--- config.mk ---
export PLATFORM = sky130hd
export DESIGN_NAME = rf_wb_ctrl
export DESIGN_NICKNAME = d
export VERILOG_FILES = /design/src/rtl/rf_pkg.sv /design/src/rtl/rf_wb_fifo.sv /design/src/rtl/rf_wb_ctrl.sv
export SDC_FILE = /design/constraint.sdc
export NUM_CORES = 1
export LEC_CHECK = 0
export CORE_MARGIN = 2
export CORE_UTILIZATION = 48
export CTS_CLUSTER_DIAMETER = 60
export DETAILED_ROUTE_END_ITERATION = 10
export PLACE_DENSITY_LB_ADDON = 0.08
export SETUP_SLACK_MARGIN = 0.2
export SYNTH_ARGS = -nofsm -noshare
export SYNTH_HDL_FRONTEND = slang
export SYNTH_SLANG_ARGS = --single-unit
--- constraint.sdc ---
create_clock -name clk -period 7.1 [get_ports clk]
set_clock_uncertainty 0.2 [all_clocks]
set_input_delay 0.71 -clock clk [delete_from_list [all_inputs] [get_ports clk]]
set_output_delay 0.71 -clock clk [all_outputs]
set_load 0.005 [all_outputs]
--- src/rtl/rf_pkg.sv ---
// Shared constants and the writeback request bundle
// for the register-file write-port controller.
package rf_pkg;

  localparam int DATA_W = 32;
  localparam int ADDR_W = 5;
  localparam int STARVE_MAX_DEF = 4;
  localparam int FIFO_DEPTH = 2;

  localparam logic [ADDR_W-1:0] REG_ZERO = 5'd0;

  typedef struct packed {
    logic [ADDR_W-1:0] rd;
    logic [DATA_W-1:0] data;
  } wb_req_t;

endpackage

--- src/rtl/rf_wb_fifo.sv ---
// Two-entry buffer for long-latency results.
// Ports: clk, rst (sync, active-high),
//   push/push_req write side, pop pops head,
//   head_req = oldest entry, count = occupancy 0..2.
module rf_wb_fifo
  import rf_pkg::*;
(
  input  logic       clk,
  input  logic       rst,
  input  logic       push,
  input  wb_req_t    push_req,
  input  logic       pop,
  output wb_req_t    head_req,
  output logic [1:0] count
);

  wb_req_t mem [FIFO_DEPTH];
  logic    wr_ptr;
  logic    rd_ptr;

  always_ff @(posedge clk) begin
    if (rst) begin
      wr_ptr <= 1'b0;
      rd_ptr <= 1'b0;
      count  <= 2'd0;
    end else begin
      if (push) begin
        mem[wr_ptr] <= push_req;
        wr_ptr      <= ~wr_ptr;
      end
      if (pop) begin
        rd_ptr <= ~rd_ptr;
      end
      unique case ({push, pop})
        2'b10:   count <= count + 2'd1;
        2'b01:   count <= count - 2'd1;
        default: count <= count;
      endcase
    end
  end

  assign head_req = mem[rd_ptr];

endmodule

--- src/rtl/rf_wb_ctrl.sv ---
// Register-file write-port controller: merges the
// single-cycle ALU result (priority) with buffered
// long-latency (LU) results into one registered
// RegWrite/RD_Address/RDdata port. The LU head is
// protected from starvation by stalling the ALU after
// STARVE_MAX consecutive losses.
// Ports:
//   clk, rst             clock, sync active-high reset
//   ALU_Valid/RD/Data    ALU result, ALU_Stall = not taken
//   LU_Valid/RD/Data     LU result, LU_Ready handshake
//   RegWrite/RD_Address/RDdata  registered RF write port
//   WB_Idle              nothing buffered, no write
//   RS/RT_Address        forward compare addresses
//   RS/RT_Fwd_Hit/Data   forward of the write in flight
// Config macro: RF_WB_BYPASS_EN enables forwarding;
// when undefined the forward outputs are tied to 0.
module rf_wb_ctrl
  import rf_pkg::*;
#(
  parameter int STARVE_MAX = STARVE_MAX_DEF
) (
  input  logic              clk,
  input  logic              rst,
  input  logic              ALU_Valid,
  input  logic [ADDR_W-1:0] ALU_RD,
  input  logic [DATA_W-1:0] ALU_Data,
  output logic              ALU_Stall,
  input  logic              LU_Valid,
  output logic              LU_Ready,
  input  logic [ADDR_W-1:0] LU_RD,
  input  logic [DATA_W-1:0] LU_Data,
  output logic              RegWrite,
  output logic [ADDR_W-1:0] RD_Address,
  output logic [DATA_W-1:0] RDdata,
  output logic              WB_Idle,
  input  logic [ADDR_W-1:0] RS_Address,
  input  logic [ADDR_W-1:0] RT_Address,
  output logic              RS_Fwd_Hit,
  output logic [DATA_W-1:0] RS_Fwd_Data,
  output logic              RT_Fwd_Hit,
  output logic [DATA_W-1:0] RT_Fwd_Data
);

  localparam int SW = $clog2(STARVE_MAX + 1);
  localparam logic [SW-1:0] S_MAX = SW'(STARVE_MAX);

  logic [1:0]    count;
  logic [SW-1:0] starve_cnt;
  wb_req_t       head_req;
  wb_req_t       push_req;
  logic          lu_pend;
  logic          lu_push;
  logic          alu_win;
  logic          lu_pop;

  assign lu_pend  = (count != 2'd0);
  // Ready from registered count only: no flow-through.
  assign LU_Ready = (count < 2'd2);
  assign lu_push  = LU_Valid && LU_Ready;

  // Pure decode of registered state.
  assign ALU_Stall = (starve_cnt == S_MAX) && lu_pend;

  assign alu_win = ALU_Valid && !ALU_Stall;
  assign lu_pop  = !alu_win && lu_pend;

  assign WB_Idle = !lu_pend && !RegWrite;

  assign push_req = '{rd: LU_RD, data: LU_Data};

  rf_wb_fifo u_fifo (
    .clk      (clk),
    .rst      (rst),
    .push     (lu_push),
    .push_req (push_req),
    .pop      (lu_pop),
    .head_req (head_req),
    .count    (count)
  );

  // Write port. A $0 destination still wins the
  // slot but leaves RegWrite low.
  always_ff @(posedge clk) begin
    if (rst) begin
      RegWrite   <= 1'b0;
      RD_Address <= REG_ZERO;
      RDdata     <= '0;
    end else begin
      unique case (1'b1)
        alu_win: begin
          RegWrite   <= (ALU_RD != REG_ZERO);
          RD_Address <= ALU_RD;
          RDdata     <= ALU_Data;
        end
        lu_pop: begin
          RegWrite   <= (head_req.rd != REG_ZERO);
          RD_Address <= head_req.rd;
          RDdata     <= head_req.data;
        end
        default: begin
          RegWrite <= 1'b0;
        end
      endcase
    end
  end

  // Counts ALU wins over a waiting LU head.
  always_ff @(posedge clk) begin
    if (rst) begin
      starve_cnt <= '0;
    end else if (lu_pop) begin
      starve_cnt <= '0;
    end else if (alu_win && lu_pend &&
                 starve_cnt != S_MAX) begin
      starve_cnt <= starve_cnt + SW'(1);
    end
  end

`ifdef RF_WB_BYPASS_EN
  assign RS_Fwd_Hit  = RegWrite &&
                       (RD_Address == RS_Address) &&
                       (RS_Address != REG_ZERO);
  assign RT_Fwd_Hit  = RegWrite &&
                       (RD_Address == RT_Address) &&
                       (RT_Address != REG_ZERO);
  assign RS_Fwd_Data = RDdata;
  assign RT_Fwd_Data = RDdata;
`else
  logic unused_fwd_addr;
  assign unused_fwd_addr = ^{RS_Address, RT_Address};
  assign RS_Fwd_Hit  = 1'b0;
  assign RT_Fwd_Hit  = 1'b0;
  assign RS_Fwd_Data = '0;
  assign RT_Fwd_Data = '0;
`endif

endmodule

Yosys cells after proc, flatten, opt, wreduce, memory -nomap -nowiden
Memories as Yosys holds them, arrays and structs flattened. A register that Yosys moved wholly into a read port is not among the register bits.
Index checks and enable logic that the tools add are counted.

storage, ports and cells
  register bits after elaboration = 45
  latch bits = 0
  RAM bits = 74
  ROM bits = 0
  input port bits = 88
  memories = 1

memories
  name        words  bits a word  read ports  clocked after Yosys merged registers in  write ports  RTL line          text
  u_fifo.mem  2      37           1           1                                        1            rf_wb_fifo.sv:17  wb_req_t mem [FIFO_DEPTH];

cells by class
  add/sub/neg operators = 3
  multiply operators = 0
  divide/modulo/power cells = 0
  order comparisons = 1
  eq/ne operators = 4
  shift operators = 0
  multiplexer cells = 9
  bitwise gates (word level) = 2
  reductions and logical operators = 17

operators with widths
  operator             number
  $pmux 32 s2          1
  $pmux 5 s2           1
  $reduce_bool 5->1    2
  $logic_and 1x1->1    7
  $reduce_bool 2->1    3
  $mux 1               5
  $logic_not 1->1      4
  $pmux 2 s2           1
  $add 3x1->3 const B  1
  $eq 3x3->1 const B   1
  $ne 3x3->1 const B   1
  $add 2x1->2 const B  1
  $eq 2x1->1 const B   1
  $eq 2x2->1 const B   1
  $lt 2x2->1 const B   1
  $not 1->1            2
  $pmux 1 s2           1
  $reduce_or 2->1      1
  $sub 2x1->2 const B  1

Longest topological paths before layout
  depth after elaboration = 8
  mapped depth = 9

By module
From an unflattened synthesis, not the netlist that was laid out.

second synthesis, totals
  cell total of the unflattened synthesis = 445
  area, all modules = 5602.9 um^2

modules (own cells, without submodules)
  module      times used  cells an instance  area each (um^2)
  rf_wb_fifo  1           135                2872.8
  rf_wb_ctrl  1           310                2730.1

Least setup slack after synthesis
OpenSTA, ideal clock, no wires.

  path kind = input -> register
  start = input port rst
  end = memory u_fifo.mem[0][0] (netlist name), enable pin
  setup time = 0.477 ns
  arrival time = 3.706 ns
  data required time = 6.423 ns
  slack = 2.717 ns
  stages on the path = 3
  buffers on the path = 2
  cell sequence = clkbuf_1 clkbuf_1 nor3_1

on the way
  cells in the longest elaborated chain, start to end = 2

ends and longest elaborated chain
  what                          RTL line          text
  from (decl)                   rf_wb_ctrl.sv:23  input logic rst,
  $mux 1                        rf_wb_fifo.sv:22  if (rst) begin
  $mux 1 (implied by the code)  rf_wb_fifo.sv:28  mem[wr_ptr] <= push_req;
  to (decl)                     rf_wb_fifo.sv:17

Every way passes these cells.

Final worst setup path
  start = register u_fifo.count[0]
  end = output port ALU_Stall

on the way
  cells in the longest elaborated chain, start to end = 2

ends and longest elaborated chain
  what                    RTL line          text
  from (decl)             rf_wb_fifo.sv:14  output logic [1:0] count
  from (signal assigned)  rf_wb_fifo.sv:35  2'b10: count <= count + 2'd1;
  from (signal assigned)  rf_wb_fifo.sv:36  2'b01: count <= count - 2'd1;
  from (signal assigned)  rf_wb_fifo.sv:37  default: count <= count;
  $reduce_bool 2->1       rf_wb_ctrl.sv:56  assign lu_pend = (count != 2'd0);
  $logic_and 1x1->1       rf_wb_ctrl.sv:62  assign ALU_Stall = (starve_cnt == S_MAX) && lu_pend;
  to (decl)               rf_wb_ctrl.sv:27  output logic ALU_Stall,

Every way passes these cells.

==> impl_results.md <==
- Crit path from: u_fifo.count[0]
- Total gr overflow: 0
- Area Overhead vs Synth: 30.7%
- Clock buffer depth: 2
- First-pass GRT wire length: 18,200 um
- CP top delay family: simple AND/OR/NAND/NOR gates
- First-pass DRT Iterations: 4
- Root cell of the clock tree: clkbuf_8
- Placed instance count: 686
- Vias per cell: 5.15
- Worst r2r src: starve_cnt[0]
- Synth area leader: edfxtp_1
- Synth unique cells: 42
- Core Box Area: approximately 11,000 sq um
- Worst slew margin: 0.244
- Pre-CTS setup slack: 3.46 ns
- Sequential cell area fraction in the yosys report: 0.590
- Total track usage: 0.202
- Hold path start: RDdata[27]
- Final Slew Violations: 0
- Wirelength, routed: 11,700 um
- Wirelength per Cell: 16.2 um
- Resized cells post-CTS: 0
- Post-route DRC: 0
- Type of the worst min-delay path: reg -> reg
- Fraction of layout cells with a size suffix above 1: 0.0813
- Power Density: 354 nW/um^2
- Peak VDD IR: 0.000200 V
- Crit-path cells: nor2_4 > nor2_1 > clkdlybuf4s50_1
- Hold buffer count at cts: 0
- Area after DPL: 6320 sq um
- Asr flop ratio synth: 0
- Latest clock arrival within the worst-skew pair: 0.50 ns
- Worst setup margin: around 3.9 ns
- TritonCTS clock tree: done
- N_diodes: 0
- Worst EP required: 6.19 ns
- Crit share post-route: 0.454
- # fillers: 878
- Final Instance Area: a little under 7000 sq um
- Fin. Hold Viols: 0
- Startpoint types: register
- Postcts setup bufs: 0
- Die area: 12,000 sq um
- Worst Path Buf+Inv: 1
- Setup crit end kind: output pin
- RSZ-0062 raised after global routing: false
- Layout Cells excl Fill: 718
- Row Count: 38
- Worst-path clk slew: 0.06 ns
- Vias in the first global route: about 3,600
- Die H: 109 um
- Number of synthesized flops with an enable pin: 74
- F_max: about 310 MHz
- TritonCTS Sinks: 120
- Cell count after synthesis: 458
- Largest net degree at the start of global routing: 54
- Slowest stage delay, CP: about 0.8 ns
- Max Cap Violations: 0
- Chip width: 109 um
- Top post-synthesis cells by area: edfxtp_1, dfxtp_1, buf_4, a2111oi_0, o31ai_1
- Htree depth: 4
- Mapped Area: 5330 sq um
- TNS Setup: 0 ns
- Initial antenna violation count: 0
- TritonCTS Buffers: 17
- Final setup fails: 0
- Top-area cell type share of the netlist area: 0.417
- Arr. time, crit path: between 2 and 2.5 ns
- Outcome: finished, final reports clean
- Crit path max fanout: between 40 and 50
- Antenna viol nets, final: 0
- Starting Density: 0.491
- Detailed-route via count: between 3,000 and 4,000
- Total chip power: 2.46 mW
- Hold_ws: about 0.25 ns
- Time the worst path needs with I/O delays and setup: approximately 3.2 ns
- Critical path's slowest cell: nor2_4
- Initial drt markers: 185
- Final Util: 0.642
- Warnings, synthesis: 0
- Final HPWL DP: 7330 um
- Nets: 656
- Synth Flop Type: edfxtp_1
- #FFs+latches synth: 120
- Slew @ Worst Pin: 1.13 ns
- Critical path type: reg -> out
- Number of buffers added on ports: 118
- Count of boundary I/O pins: 195
- LEAKAGE: 2.46 nW
- Gp weighted congestion: 0.781
- Mean Syn Cell Area: about 12 sq um
==> cell type report <==
type / count / area [sq um] / share of cell area
Tap cell: 140 / 175 / 0.0252
Sequential cell: 120 / 3140 / 0.452
Multi-Input combinational cell: 298 / 1760 / 0.253
Clock inverter: 15 / 224 / 0.0322
Inverter: 4 / 15.0 / 0.00216
Clock buffer: 17 / 414 / 0.0595
Timing Repair Buffer: 124 / 1230 / 0.176
==> layer usage <==
| metal | up-vias | part of all wire | track usage | wire length (um) |
|---|---|---|---|---|
| li1 | 1778 | - | - | - |
| met1 | 1780 | 0.42 | 0.247 | 4860 |
| met2 | 138 | 0.50 | 0.340 | 5860 |
| met3 | 4 | 0.074 | 0.0658 | 865 |
| met4 | 0 | 0.0069 | 0.0633 | 80 |
| met5 | - | 0 | 0 | 0 |
==> worst min-delay path, cell delays in order, from the launching register on <==
cell and delay [ns]:
dfxtp_1 0.32, nand2_1 0.05, o31ai_1 0.05
==> kinds of logic after synthesis <==
kind of cell    Yosys count  synth area share
simple gates            102             0.100
flops                   120             0.590
fa+ha+maj                 3           0.00705
buf+inv                 105             0.129
other cells               1          0.000704
xor+xnor                  3           0.00493
compound gates          122             0.164
mux                       2           0.00399
==> synth_stat cells (2+ instances only) <==
cell type,count
a2111oi_0,34
a21oi_1,41
buf_1,2
buf_2,8
buf_4,66
buf_6,5
clkbuf_1,20
dfxtp_1,46
edfxtp_1,74
ha_1,3
inv_1,4
nand2_1,40
nand3_1,4
nor2_1,7
nor2b_1,35
nor3_1,3
nor3b_1,2
nor4_1,3
o21ai_0,3
o31ai_1,34
or3_1,2
xor2_1,2
==> where the power goes <==
group | switching (mW) | internal [mW]
registers | 0.0674 | 0.868
clock network | 0.312 | 0.607
logic | 0.332 | 0.275
total | 0.711 | 1.75
==> worst paths after layout <==
kind              depth (start not counted)         endpoint  slack (ns)
hold reg to reg                           2       RDdata[27]        0.25
hold / removal                            2       RDdata[27]        0.25
setup / recovery                          3        ALU_Stall        3.88
setup reg to reg                          7  u_fifo.count[1]        4.25
==> layout by cell type, fill, tap and decap left out, types with 6 or more instances in the layout <==
cell type / count
clkbuf_16: 16
nand2_1: 40
conb_1: 66
edfxtp_1: 74
o31ai_1: 34
a2111oi_0: 34
clkdlybuf4s50_1: 118
nor2b_1: 35
a21oi_1: 41
dfxtp_1: 45
nor2_1: 7
buf_4: 6
==> flip-flops by register name, summed over array words and instances (netlist names), named ones only <==
register       count
RegWrite           1
u_fifo.rd_ptr      1
u_fifo.count       2
RDdata            32
u_fifo.mem        74
u_fifo.wr_ptr      1
RD_Address         5
starve_cnt         3
Note: power is estimated with default switching activity, not from simulation.
